<file path="src/rtl/piso_shift_tx.sv">
// Parallel-in serial-out transmitter: accepts one WIDTH-bit word, sends it MSB first,
// holding each bit for DIV enabled clock cycles. shift_en pauses the bit timing.
module piso_shift_tx #(
   parameter int WIDTH = 4,
   parameter int DIV   = 50_000_000
) (
   input  logic             clk,
   input  logic             reset,
   input  logic             load_valid,
   input  logic [WIDTH-1:0] load_data,
   output logic             load_ready,
   input  logic             shift_en,
   output logic             serial_out,
   output logic             bit_strobe,
   output logic             busy,
   output logic             done
);

   localparam int DCW = (DIV > 1) ? $clog2(DIV) : 1;
   localparam int BCW = $clog2(WIDTH);
   localparam logic [DCW-1:0] DIV_LAST = DCW'(DIV - 1);
   localparam logic [BCW-1:0] BIT_LAST = BCW'(WIDTH - 1);

   typedef enum logic {IDLE, SHIFT} state_t;

   state_t           state;
   logic [WIDTH-1:0] shreg;
   logic [BCW-1:0]   bit_cnt;
   logic [DCW-1:0]   div_cnt;
   logic             tick;

   assign load_ready = (state == IDLE);
   assign busy       = (state == SHIFT);
   assign tick       = shift_en && (div_cnt == DIV_LAST);

   // shreg holds the bits still waiting to be presented, MSB-aligned, so the
   // next bit is always shreg[WIDTH-1] and the current bit lives only in serial_out.
   always_ff @(posedge clk or posedge reset) begin
      if (reset) begin
         state      <= IDLE;
         shreg      <= '0;
         bit_cnt    <= '0;
         div_cnt    <= '0;
         serial_out <= 1'b0;
         bit_strobe <= 1'b0;
         done       <= 1'b0;
      end else begin
         // NOTE: non-blocking throughout so every branch reads pre-edge state.
         bit_strobe <= 1'b0;
         done       <= 1'b0;
         case (state)
            IDLE: begin
               if (load_valid) begin
                  shreg      <= load_data << 1;
                  bit_cnt    <= '0;
                  div_cnt    <= '0;
                  serial_out <= load_data[WIDTH-1];
                  bit_strobe <= 1'b1;
                  state      <= SHIFT;
               end
            end
            SHIFT: begin
               if (tick) begin
                  div_cnt <= '0;
                  if (bit_cnt == BIT_LAST) begin
                     state      <= IDLE;
                     serial_out <= 1'b0;
                     done       <= 1'b1;
                  end else begin
                     shreg      <= shreg << 1;
                     serial_out <= shreg[WIDTH-1];
                     bit_cnt    <= bit_cnt + 1'b1;
                     bit_strobe <= 1'b1;
                  end
               end else if (shift_en) begin
                  div_cnt <= div_cnt + 1'b1;
               end
            end
            default: state <= IDLE;
         endcase
      end
   end

endmodule
</file>
<file path="config.mk">
export PLATFORM = sky130hd
export DESIGN_NAME = piso_shift_tx
export DESIGN_NICKNAME = d
export VERILOG_FILES = /design/src/rtl/piso_shift_tx.sv
export SDC_FILE = /design/constraint.sdc
export NUM_CORES = 1
export LEC_CHECK = 0
export BUFFER_PORTS_ARGS = -buffer_cell sky130_fd_sc_hd__buf_2
export CAP_MARGIN = 0
export CORE_UTILIZATION = 51
export DETAILED_ROUTE_END_ITERATION = 7
export PLACE_DENSITY_LB_ADDON = 0.3
export SLEW_MARGIN = 20
export SYNTH_ARGS = -nofsm -noshare
export SYNTH_HDL_FRONTEND = slang
export SYNTH_SLANG_ARGS = --single-unit
</file>
<file path="constraint.sdc">
create_clock -name clk -period 4.84 [get_ports clk]
set_clock_uncertainty 0.1 [all_clocks]
set_input_delay 0.968 -clock clk [delete_from_list [all_inputs] [get_ports clk]]
set_output_delay 0.968 -clock clk [all_outputs]
set_load 0.02 [all_outputs]
</file>
# --- After elaboration in Yosys (flattened, before gate mapping) ---
# Cells that the tools add are included.
totals:
  regBits: 36
  in_bits: 8
  output_inout_bits: 5
  wordCells: 45
op_classes:
  addsub: 2
  n_eq_ne: 6
  n_mux: 25
  bitwise: 1
  reduce_logical: 4
op_table:
  columns: ["cell", "n"]
  rows:
  - ["2-to-1 mux 26 bit", 3]
  - ["one-hot mux 26 bit (2 select lines)", 1]
  - ["adder 26 x 1 -> 26 bit, second input constant", 1]
  - ["equality test 26 bit, second input constant", 1]
  - ["2-to-1 mux 4 bit", 3]
  - ["2-to-1 mux 1 bit", 10]
  - ["one-hot mux 4 bit (2 select lines)", 1]
  - ["2-to-1 mux 2 bit", 3]
  - ["one-hot mux 1 bit (2 select lines)", 3]
  - ["inequality test 2 bit, second input constant", 2]
  - ["one-hot mux 2 bit (2 select lines)", 1]
  - ["AND reduction 2 bit", 2]
  - ["inequality test 3 x 2 -> 1 bit, second input constant", 1]
  - ["AND reduction 3 bit", 1]
  - ["adder 2 x 1 -> 2 bit, second input constant", 1]
  - ["equality test 2 bit, second input constant", 1]
  - ["inequality test 2 x 1 -> 1 bit, second input constant", 1]
  - ["logical AND 1 bit", 1]
  - ["NOT 1 bit", 1]

# --- Depth between registers and ports, before layout ---
# Gate-level depths: netlist of run 1.
depth:
  word_depth: 4
  mapped_depth: 7
  ltp_nobuf: 6

# --- Worst setup path after synthesis of run 1 ---
# OpenSTA, ideal clock, no wires.
synth_path:
  path_type: "input to register"
  start: "in shift_en"
  end: "reg div_cnt[11]"
  arrival_time_ns: 2.000
  slack_ns: 2.621
  cell_stages: 6
  path_buffers: 1
  cell_sequence: "nor4bb_1 -> nand4_1 -> nor3_2 -> a21o_1 -> buf_4 -> nor2_1"
synth_via:
  elab_chain_cells: 3
  elab_cells_between_ends: 5
  classes_between: "1 x eq/ne; 2 x mux; 2 x reduce/logical"
synth_rtl:
  columns: ["item", "line_no", "rtl"]
  rows:
  - ["from (decl)", "12", "input logic shift_en,"]
  - ["logical AND 1 bit", "34", "assign tick = shift_en && (div_cnt == DIV_LAST);"]
  - ["2-to-1 mux 26 bit / inequality test 3 x 2 -> 1 bit (equally long branches)", null, null]
  - ["one-hot mux 26 bit (2 select lines) / AND reduction 2 bit (equally long branches)", null, null]
  - ["to (signal assigned)", "76", "div_cnt <= div_cnt + 1'b1;"]
  - ["to (decl)", "29", "logic [DCW-1:0] div_cnt;"]
# Parallel ways exist; a longest one is shown, timed or not.
# A chain may end at the register's enable or synchronous reset.

# --- Worst setup path in the final report of run 1 ---
layout_path:
  start: "reg div_cnt[16]"
  end: "reg div_cnt[7]"
layout_via:
  elab_chain_cells: 4
  elab_cells_between_ends: 6
  classes_between: "2 x eq/ne; 2 x mux; 2 x reduce/logical"
layout_rtl:
  columns: ["item", "line_no"]
  rows:
  - ["equality test 26 bit *", "34"]
  - ["logical AND 1 bit *", "34"]
  - ["inequality test 3 x 2 -> 1 bit (no line) / 2-to-1 mux 26 bit (equally long branches)", null]
  - ["AND reduction 2 bit (no line) / one-hot mux 26 bit (2 select lines) (equally long branches)", null]
# Every way passes the cells marked *; elsewhere a longest branch is shown, timed or not.

==> summary.txt, run 1 <==
Outcome = complete, no violations
Gate Count Post-Synth = 176
Worst-path maximum fanout = 24
Share of the synthesized area in the top cell type = 0.494
DIE WIDTH = 61.0 um
FP Rows = 21
Clock latency on the worst-skew pair = 0.35 ns
First-pass GRT wire length = 5.64 mm
Number of H-tree levels = 2
Clock power frac = 0.347
Final period util = 0.516
Wire per inst = 14.3 um
Initial Util = 0.531
Vias in the first global route = 1221
Net Sw Power = 0.172 mW
Reg2reg path depth = 5
Synth Flop Type = dfrtp_1
IO Port Bufs = 12
Sequential-to-total area share from yosys stat = 0.494
R2R Setup Slk = 2.34 ns
Final worst slack = 2.34 ns
Crit path to = div_cnt[7]
Seq pwr share = 0.554
Syn Area/Cell = 10.1 sq um
Worst setup SP type = flop
FF+latch count, synth = 35
Post-route ant nets = 0
Slew HR = 0.414
Io pins = 13
Pre-antenna DRT Iters = 4
VDD IR max = 0.000205 V
Synth async-reset ratio = 1.00
DP Cell Count = 231
Cell taking the most area after synthesis = dfrtp_1
Yosys Warn Count = 0
Hold Fails Final Rpt = 0
Yosys cell types = 33
Setup TNS = 0 ns
Critical Path Start = div_cnt[16]
Peak Freq = 401 MHz
Post-DP HPWL = 2.39 mm
Fin nets = 202
Die Footprint = 3720 sq um
Crit path time final = 2.50 ns
Finish-stage setup viols = 0
Share of cells above drive strength 1 = 0.145
Total track usage = 0.215
Initial antenna violation count = 0
DP Worst Slack = 2.00 ns
CTS clk-pin slew, worst paths = 0.11 ns
Dpl cell area = 1880 sq um
Post-route cell area = 1960 sq um
Pleak = 0.939 nW
ANT cells = 0
TritonCTS clock tree = done
Critical R2R Capture = div_cnt[7]
Pint = 0.472 mW
Final Slew Violations = 0
Synth cell count leaders = dfrtp_1 (35), nor2_1 (30), xor2_1 (20), nand2_1 (14), nand4_1 (14)
Power per cell area = 328 nW/um^2
Combinational fraction of design power = 0.099
Crit path arrival time = 2.60 ns
Max Cap Viol = 0
Hold buffer count at cts = 0
# clock sinks = 35
Post-route DRC = 0
Total congestion overflow = 0
Core box area = 3340 sq um
Pin count of the biggest net entering global routing = 36
R2R Path Start = div_cnt[16]
Final Routed Wirelength = 3.43 mm
Setup Buffers After CTS = 0
Cell Area, Synth = 1770 sq um
Gpl congestion = 0.759
Area contributors post-synth = dfrtp_1 (49%), xor2_1 (9.9%), nor2_1 (6.4%)
Cell Count, Final, Fillers Out = 239
Vias/cell = 5.56
Slew @ Worst Pin = 0.855 ns
HP Class = flop to flop
Number of gates resized after cts = 0
Root Buffer = clkbuf_4
Maximum clock path buffer count = 2
Initial DRC count = 35
RSZ-0062 raised after global routing = no
EDFF count, synth = 0
Critical path endpoint category = flop
Total nets after synthesis = 186
Vias = 1328
Die H = 61.0 um
Leading cell type by number of instances after synthesis = dfrtp_1
WS Path Type = flop to flop
P&R area growth vs syn = 10.7%
CP Data Required Time = 4.95 ns
Sw frac = 0.267
CTS Buf Count = 5
==> power groups by stage <==
stage	clock network, mW	registers, mW	logic [mW]
after floorplan	0	0.353	0.0501
after global placement	0	0.360	0.0610
after detailed placement	0	0.361	0.0634
after CTS	0.229	0.356	0.0643
after global routing	0.242	0.363	0.0736
final	0.223	0.356	0.0638
==> critical path: stages (launching register included) <==
cell	delay (ns)
dfrtp_1	0.45
nor4b_1	0.39
nand4_1	0.24
nor3_2	0.35
a21o_1	0.69
nor2_1	0.13
==> through the flow <==
step / hold slack, ns / utilization / total power, mW
2_1_floorplan: 0.357 / - / 0.403
3_3_place_gp: 0.370 / 0.562 / 0.421
3_5_place_dp: 0.387 / 0.562 / 0.425
4_1_cts: 0.404 / 0.588 / 0.649
5_1_grt: 0.436 / 0.588 / 0.678
6_report: 0.397 / 0.588 / 0.643
==> worst min-delay path by stage <==
| stage | from | cells past startpoint | end | slack, ns |
|---|---|---|---|---|
| after floorplan | bit_cnt[0] | 1 | bit_cnt[0] | 0.36 |
| after global routing | bit_cnt[0] | 1 | bit_cnt[0] | 0.44 |
| after CTS | bit_cnt[0] | 1 | bit_cnt[0] | 0.40 |
| after detailed placement | bit_cnt[0] | 1 | bit_cnt[0] | 0.39 |
| after global placement | bit_cnt[0] | 1 | bit_cnt[0] | 0.37 |
| final | bit_cnt[0] | 1 | bit_cnt[0] | 0.40 |
==> layout by cell type, fill, tap and decap left out, types with 4 or more instances in the layout <==
cell,synthesis,final
xor2_1,20,20
dfrtp_1,35,35
and3_1,5,5
nor2_1,30,30
nand2_1,14,14
inv_1,4,4
xnor2_1,4,4
nand3_1,11,11
nand4_1,14,14
clkbuf_4,0,5
buf_2,0,12
==> cell families (layout without fill, tap and decap cells) <==
group,Yosys count,count (layout),share of synthesized area
muxes,3,3,0.0169
adders and majority gates,2,2,0.0141
buffers and inverters,8,25,0.0212
DFF,35,35,0.494
xor gates and xnor gates,24,24,0.119
and+or+nand+nor,96,96,0.298
AOI/OAI and AO/OA,8,8,0.0374
==> layout make-up <==
cell class / count / area [sq um]
Clock buffer: 6 / 51.3
Tap cell: 46 / 57.6
Multi-Input combinational cell: 133 / 860
Timing Repair Buffer: 13 / 67.6
Inverter: 4 / 15.0
Clock inverter: 2 / 35.0
Fill cell: 299 / 1380
Sequential cell: 35 / 876
==> sequential cells by signal, indices dropped and copies added, names as in the netlist <==
signal and cells:
done 1, bit_cnt 2, div_cnt 26, shreg 3, bit_strobe 1, serial_out 1
busy 1
==> routing by layer <==
layer  part of all wire  track usage  wire length [um]
met4              0.023       0.0877                78
met5                  0            0                 0
met1               0.46        0.273              1560
met2               0.49        0.334              1670
met3              0.034       0.0768               118
No activity file was read; power rests on OpenSTA's default activity.
==> run 2, diff against run 1 <==
- ABC_AREA: not set -> 1
- clock period: 4.84 -> 2.3 ns (I/O delays scaled with it)
==> summary.txt, run 2 <==
Share of the synthesized area in the top cell type = 0.391 (-0.103)
Biggest register = div_cnt
Pleak = 1.31 nW (+39%)
EDFF count, synth = 0 (unchanged)
Synth cell count leaders = nand2_1 (97), nor2_1 (58), inv_1 (45), dfrtp_1 (35), nand3_1 (23)
Setup TNS = 0 ns (unchanged)
Peak Freq = 540 MHz (+35%)
Cell taking the most area after synthesis = dfrtp_1
Post-DP HPWL = 3.57 mm (+49%)
Crit path arrival time = 1.91 ns (-0.69 ns)
Setup Buffers After CTS = 0 (unchanged)
Fin nets = 346 (+71%)
FF+latch count, synth = 35 (unchanged)
Gpl congestion = 0.903 (+19%)
Gate Count Post-Synth = 320 (+82%)
IO Port Bufs = 12 (unchanged)
Io pins = 13 (unchanged)
Clock latency on the worst-skew pair = 0.29 ns (-0.06 ns)
Final Slew Violations = 0 (unchanged)
Seq pwr share = 0.464 (-0.090)
Max Cap Viol = 0 (unchanged)
Critical path endpoint category = flop
Worst-path maximum fanout = 21 (-13%)
Finished Core Util = 0.597 (+0.00952)
CTS clk-pin slew, worst paths = 0.08 ns (-0.03 ns)
ANT cells = 0 (unchanged)
Core box area = 4120 sq um (+23%)
Yosys Warn Count = 0 (unchanged)
Vias = 1955 (+47%)
CTS Buf Count = 5 (unchanged)
Root Buffer = clkbuf_8
Die H = 68.3 um (+12%)
Max reg flops = 26 (unchanged)
Biggest regs = div_cnt (26), shreg (3), bit_cnt (2)
RSZ-0062 raised after global routing = no
Vias in the first global route = 1864 (+53%)
Commonest non-fill, non-tap cell in the layout = nand2_1
Worst setup SP type = flop
Sw frac = 0.257 (-0.00951)
WS Path Type = flop to flop
DP Worst Slack = 0.469 ns (-1.53 ns)
Pint = 1.16 mW (+150%)
Initial Util = 0.545 (+0.0132)
Worst hold slack = 0.151 ns (-0.246 ns)
TritonCTS clock tree = done
Final worst slack = 0.448 ns (-1.90 ns)
Die Footprint = 4660 sq um (+25%)
R2R Path Start = div_cnt[1]
Slew HR = 0.688 (+0.274)
Final period util = 0.805 (+0.290)
Vias/cell = 5.05 (-9.1%)
Syn Area/Cell = 7.00 sq um (-30%)
Power per cell area = 636 nW/um^2 (+94%)
Net Sw Power = 0.403 mW (+130%)
# clock sinks = 35 (unchanged)
Number of H-tree levels = 2 (unchanged)
Post-route ant nets = 0 (unchanged)
Synth Flop Type = dfrtp_1
Cell Area, Synth = 2240 sq um (+26%)
Maximum clock path buffer count = 2 (unchanged)
Sequential-to-total area share from yosys stat = 0.391 (-0.103)
Finish-stage setup viols = 0 (unchanged)
Most frequent cells in the layout = nand2_1 (97), nor2_1 (58), inv_1 (45), dfrtp_1 (35), nand3_1 (23)
R2R Setup Slk = 0.45 ns (-1.90 ns)
Slew @ Worst Pin = 0.466 ns (-0.389 ns)
Initial DRC count = 124 (+250%)
DIE WIDTH = 68.3 um (+12%)
Critical R2R Capture = div_cnt[12]
Post-route DRC = 0 (unchanged)
Outcome = complete, no violations
Yosys cell types = 26 (-21%)
Pin count of the biggest net entering global routing = 36 (unchanged)
Total track usage = 0.248 (+0.0332)
Pre-antenna DRT Iters = 4 (unchanged)
Hold buffer count at cts = 0 (unchanged)
Fillers = 391 (+31%)
Hold Fails Final Rpt = 0 (unchanged)
HP Class = input pin to asynchronous set/reset pin
Initial antenna violation count = 0 (unchanged)
Reg2reg path depth = 8 (+3)
Combinational fraction of design power = 0.112 (+0.013)
Leading cell type by number of instances after synthesis = nand2_1
Area contributors post-synth = dfrtp_1 (39%), nand2_1 (16%), nor2_1 (9.7%)
Clock power frac = 0.424 (+0.077)
Wire per inst = 12.3 um (-14%)
Critical Path Slowest Stage Cell = nand2_2
Total nets after synthesis = 330 (+77%)
Worst stage delay on the critical path = 0.41 ns (-0.28 ns)
CP Data Required Time = 2.36 ns (-2.59 ns)
Synth async-reset ratio = 1.00 (unchanged)
Cell Chain, Critical Path = ha_1 -> nand2_1 -> nor2_2 -> nand2_1 -> nor2_1 -> nand3_1 -> nand2_2 -> nor2_1
Crit path time final = 1.85 ns (-0.643 ns)
Final Routed Wirelength = 4.78 mm (+40%)
FP Rows = 23 (+9.5%)
First-pass GRT wire length = 8.46 mm (+50%)
Share of cells above drive strength 1 = 0.128 (-0.0175)
P&R area growth vs syn = 9.72%
VDD IR max = 0.000393 V (+91%)
FF/Latch Area = 876 sq um (unchanged)
Number of gates resized after cts = 0 (unchanged)
Total congestion overflow = 0 (unchanged)
Area of the multi-input gates = 1140 sq um (+32%)
## run 2: cell types whose count changed in the layout (fill, tap and decap cells not counted), sizes merged, moves of 4 or more
cell	delta
and3	-5
nand2	+91
inv	+43
o21ai	+4
nand3	+16
nor3	+8
nand4	-8
nor2	+34
xor2	-14
## run 2: power by group through the flow
stage	logic, mW	clock network, mW	registers [mW]
after floorplan	0.146	0	0.723
after global placement	0.174	0	0.735
after detailed placement	0.177	0	0.736
after CTS	0.177	0.668	0.725
after global routing	0.209	0.688	0.733
final	0.175	0.663	0.726
## run 2: worst max-delay path by stage
stage                    start     endpoint  slack, ns  cells past startpoint
floorplan                 busy   div_cnt[9]       0.79                      8
global placement    div_cnt[1]   serial_out       0.53                      9
detailed placement  div_cnt[1]  div_cnt[12]       0.47                      8
CTS                 div_cnt[1]  div_cnt[12]       0.46                      8
global route        div_cnt[1]   serial_out       0.22                      9
finish              div_cnt[1]  div_cnt[12]       0.45                      8
## run 2: cells by family (layout without fill, tap and decap cells)
| kind of cell | count (synthesis) | count (layout) | share of synthesized area |
|---|---|---|---|
| simple gates | 215 | 215 | 0.443 |
| buf+inv | 51 | 68 | 0.102 |
| flops | 35 | 35 | 0.391 |
| compound gates | 10 | 10 | 0.0251 |
| xor+xnor | 7 | 7 | 0.0274 |
| fa+ha+maj | 2 | 2 | 0.0112 |
## run 2: cell type report
cell class              instances  area share
clock buffers                   6      0.0295
clock inverters                 2      0.0244
inverters                      47      0.0748
multi-input cells             234       0.462
flip-flops and latches         35       0.356
well taps                      50      0.0254
repair buffers                 13      0.0275
## run 2: critical path, delay by kind of cell, from the launching register on
kind	cells	cell delay [ns]
AND/OR/NAND/NOR	7	1.02
adder cells (fa/ha/maj)	1	0.21
flip-flops	1	0.38
## run 2: per-stage QoR
stage          power, mW  std cells  instance area (sq um)
2_1_floorplan      0.868        320                   2240
5_1_grt             1.63        387                   2460
4_1_cts             1.57        387                   2460
3_5_place_dp       0.913        379                   2330
3_3_place_gp       0.910        379                   2330
6_report            1.56        387                   2460
## run 2: routing by layer
metal | wire length [um] | share of wire | global-route usage | vias to the layer above
met2 | 2020 | 0.42 | 0.359 | 49
met1 | 2380 | 0.50 | 0.350 | 881
li1 | - | - | - | 1016
met5 | 0 | 0 | 0 | -
met3 | 288 | 0.060 | 0.0433 | 9
met4 | 87 | 0.018 | 0.128 | 0
==> run 3, diff against run 2 <==
- clock period: 2.3 -> 1.9 ns (I/O delays scaled with it)
==> summary.txt, run 3 (synthesis gave the netlist of run 2 again) <==
Gpl congestion = 0.871 (-3.5%)
CP Data Required Time = 1.98 ns (-0.38 ns)
Worst setup SP type = flop
Total track usage = 0.248 (-0.000352)
ANT cells = 0 (unchanged)
Die H = 68.3 um (unchanged)
IO Port Bufs = 12 (unchanged)
VDD IR max = 0.000423 V (+7.7%)
Final period util = 0.934 (+0.129)
Sw frac = 0.288 (+0.0311)
Number of H-tree levels = 2 (unchanged)
Io pins = 13 (unchanged)
Core box area = 4120 sq um (unchanged)
# clock sinks = 35 (unchanged)
Die Footprint = 4660 sq um (unchanged)
FP Rows = 23 (unchanged)
Most frequent cells in the layout = nand2_1 (97), nor2_1 (58), inv_1 (45), dfrtp_1 (35), nand3_1 (23)
Crit path arrival time = 1.85 ns (-0.06 ns)
R2R Path Start = div_cnt[1]
Pleak = 1.30 nW (-0.23%)
Cell Chain, Critical Path = ha_1 -> nand2_1 -> nor2_2 -> nand2_1 -> nor2_1 -> nand3_1 -> nand2_2 -> buf_4 -> nor2_1
Vias in the first global route = 1831 (-1.8%)
First-pass GRT wire length = 8.38 mm (-0.90%)
Biggest regs = div_cnt (26), shreg (3), bit_cnt (2)
Wire per inst = 12.7 um (+2.8%)
CTS Buf Count = 5 (unchanged)
Initial Util = 0.545 (unchanged)
Initial DRC count = 132 (+6.5%)
Post-route DRC = 0 (unchanged)
Final Routed Wirelength = 4.94 mm (+3.3%)
Root Buffer = clkbuf_8
Total congestion overflow = 0 (unchanged)
Post-DP HPWL = 3.65 mm (+2.2%)
WS Path Type = flop to flop
Setup TNS = 0 ns (unchanged)
Max reg flops = 26 (unchanged)
Net Sw Power = 0.492 mW (+22%)
Power per cell area = 698 nW/um^2 (+9.8%)
DIE WIDTH = 68.3 um (unchanged)
Biggest register = div_cnt
Outcome = complete, no violations
Clock latency on the worst-skew pair = 0.29 ns (about the same)
Max Cap Viol = 0 (unchanged)
Worst stage delay on the critical path = 0.37 ns (-0.04 ns)
CTS clk-pin slew, worst paths = 0.08 ns (about the same)
Slew HR = 0.703 (+0.0146)
Worst-path maximum fanout = 9 (-57%)
Worst hold slack = 0.0744 ns (-0.0763 ns)
Crit path time final = 1.77 ns (-0.0778 ns)
Vias/cell = 5.05 (about the same)
Finish-stage setup viols = 0 (unchanged)
Final Slew Violations = 0 (unchanged)
Seq pwr share = 0.516 (+0.052)
RSZ-0062 raised after global routing = no
Fin nets = 348 (+0.58%)
Hold Fails Final Rpt = 0 (unchanged)
Critical path endpoint category = flop
R2R Setup Slk = 0.13 ns (-0.32 ns)
Number of gates resized after cts = 0 (unchanged)
Vias = 1966 (+0.56%)
Hold buffer count at cts = 0 (unchanged)
Reg2reg path depth = 9 (+1)
Share of cells above drive strength 1 = 0.133 (+0.00515)
TritonCTS clock tree = done
Peak Freq = 564 MHz (+4.4%)
Setup Buffers After CTS = 0 (unchanged)
Pre-antenna DRT Iters = 4 (unchanged)
Fillers = 382 (-2.3%)
Maximum clock path buffer count = 2 (unchanged)
HP Class = input pin to asynchronous set/reset pin
Clock power frac = 0.356 (-0.068)
Initial antenna violation count = 0 (unchanged)
Critical R2R Capture = div_cnt[15]
Commonest non-fill, non-tap cell in the layout = nand2_1
Critical Path Slowest Stage Cell = dfrtp_1
P&R area growth vs syn = 8.93%
Pin count of the biggest net entering global routing = 36 (unchanged)
Combinational fraction of design power = 0.127 (+0.015)
Pint = 1.21 mW (+4.4%)
Slew @ Worst Pin = 0.446 ns (-0.0203 ns)
Post-route ant nets = 0 (unchanged)
-- run 3: power by group through the flow --
stage / logic, mW / clock network [mW] / registers [mW]
floorplan: 0.177 / 0 / 0.875
global placement: 0.209 / 0 / 0.890
detailed placement: 0.218 / 0 / 0.894
CTS: 0.219 / 0.616 / 0.881
global route: 0.244 / 0.649 / 0.889
finish: 0.217 / 0.608 / 0.880
-- run 3: layer usage --
layer	share of wire	GRT usage
met5	0	0
met4	0.023	0.0964
met3	0.061	0.0500
met2	0.44	0.365
met1	0.47	0.352
-- run 3: through the flow --
| step | power [mW] | setup slack (ns) | instances | cell area (sq um) | utilization |
|---|---|---|---|---|---|
| after floorplan | 1.05 | 0.395 | 320 | 2240 | - |
| after global placement | 1.10 | 0.223 | 381 | 2340 | 0.569 |
| after detailed placement | 1.11 | 0.159 | 381 | 2340 | 0.569 |
| after CTS | 1.72 | 0.132 | 389 | 2440 | 0.593 |
| after global routing | 1.78 | 0.00166 | 389 | 2440 | 0.593 |
| final | 1.70 | 0.126 | 389 | 2440 | 0.593 |
-- run 3: area by class of cell --
class | instances | area (sq um) | share of cell area
timing repair buffer | 15 | 82.6 | 0.0338
tap | 50 | 62.6 | 0.0256
sequential | 35 | 876 | 0.359
inverter | 47 | 184 | 0.0753
clock buffer | 8 | 100 | 0.0410
multi-input combinational | 234 | 1140 | 0.465
-- run 3: worst max path at each step --
stage / endpoint / depth (start not counted) / startpoint
finish: div_cnt[15] / 9 / div_cnt[1]
global route: serial_out / 10 / div_cnt[1]
CTS: div_cnt[15] / 9 / div_cnt[1]
detailed placement: div_cnt[15] / 9 / div_cnt[1]
global placement: div_cnt[11] / 6 / busy
floorplan: div_cnt[9] / 8 / busy
-- run 3: critical path, delay by kind of cell, from the launching register on --
| family | cells | cell delay [ns] |
|---|---|---|
| simple gates | 7 | 0.76 |
| fa+ha+maj | 1 | 0.22 |
| buf+inv | 1 | 0.19 |
| flops | 1 | 0.37 |
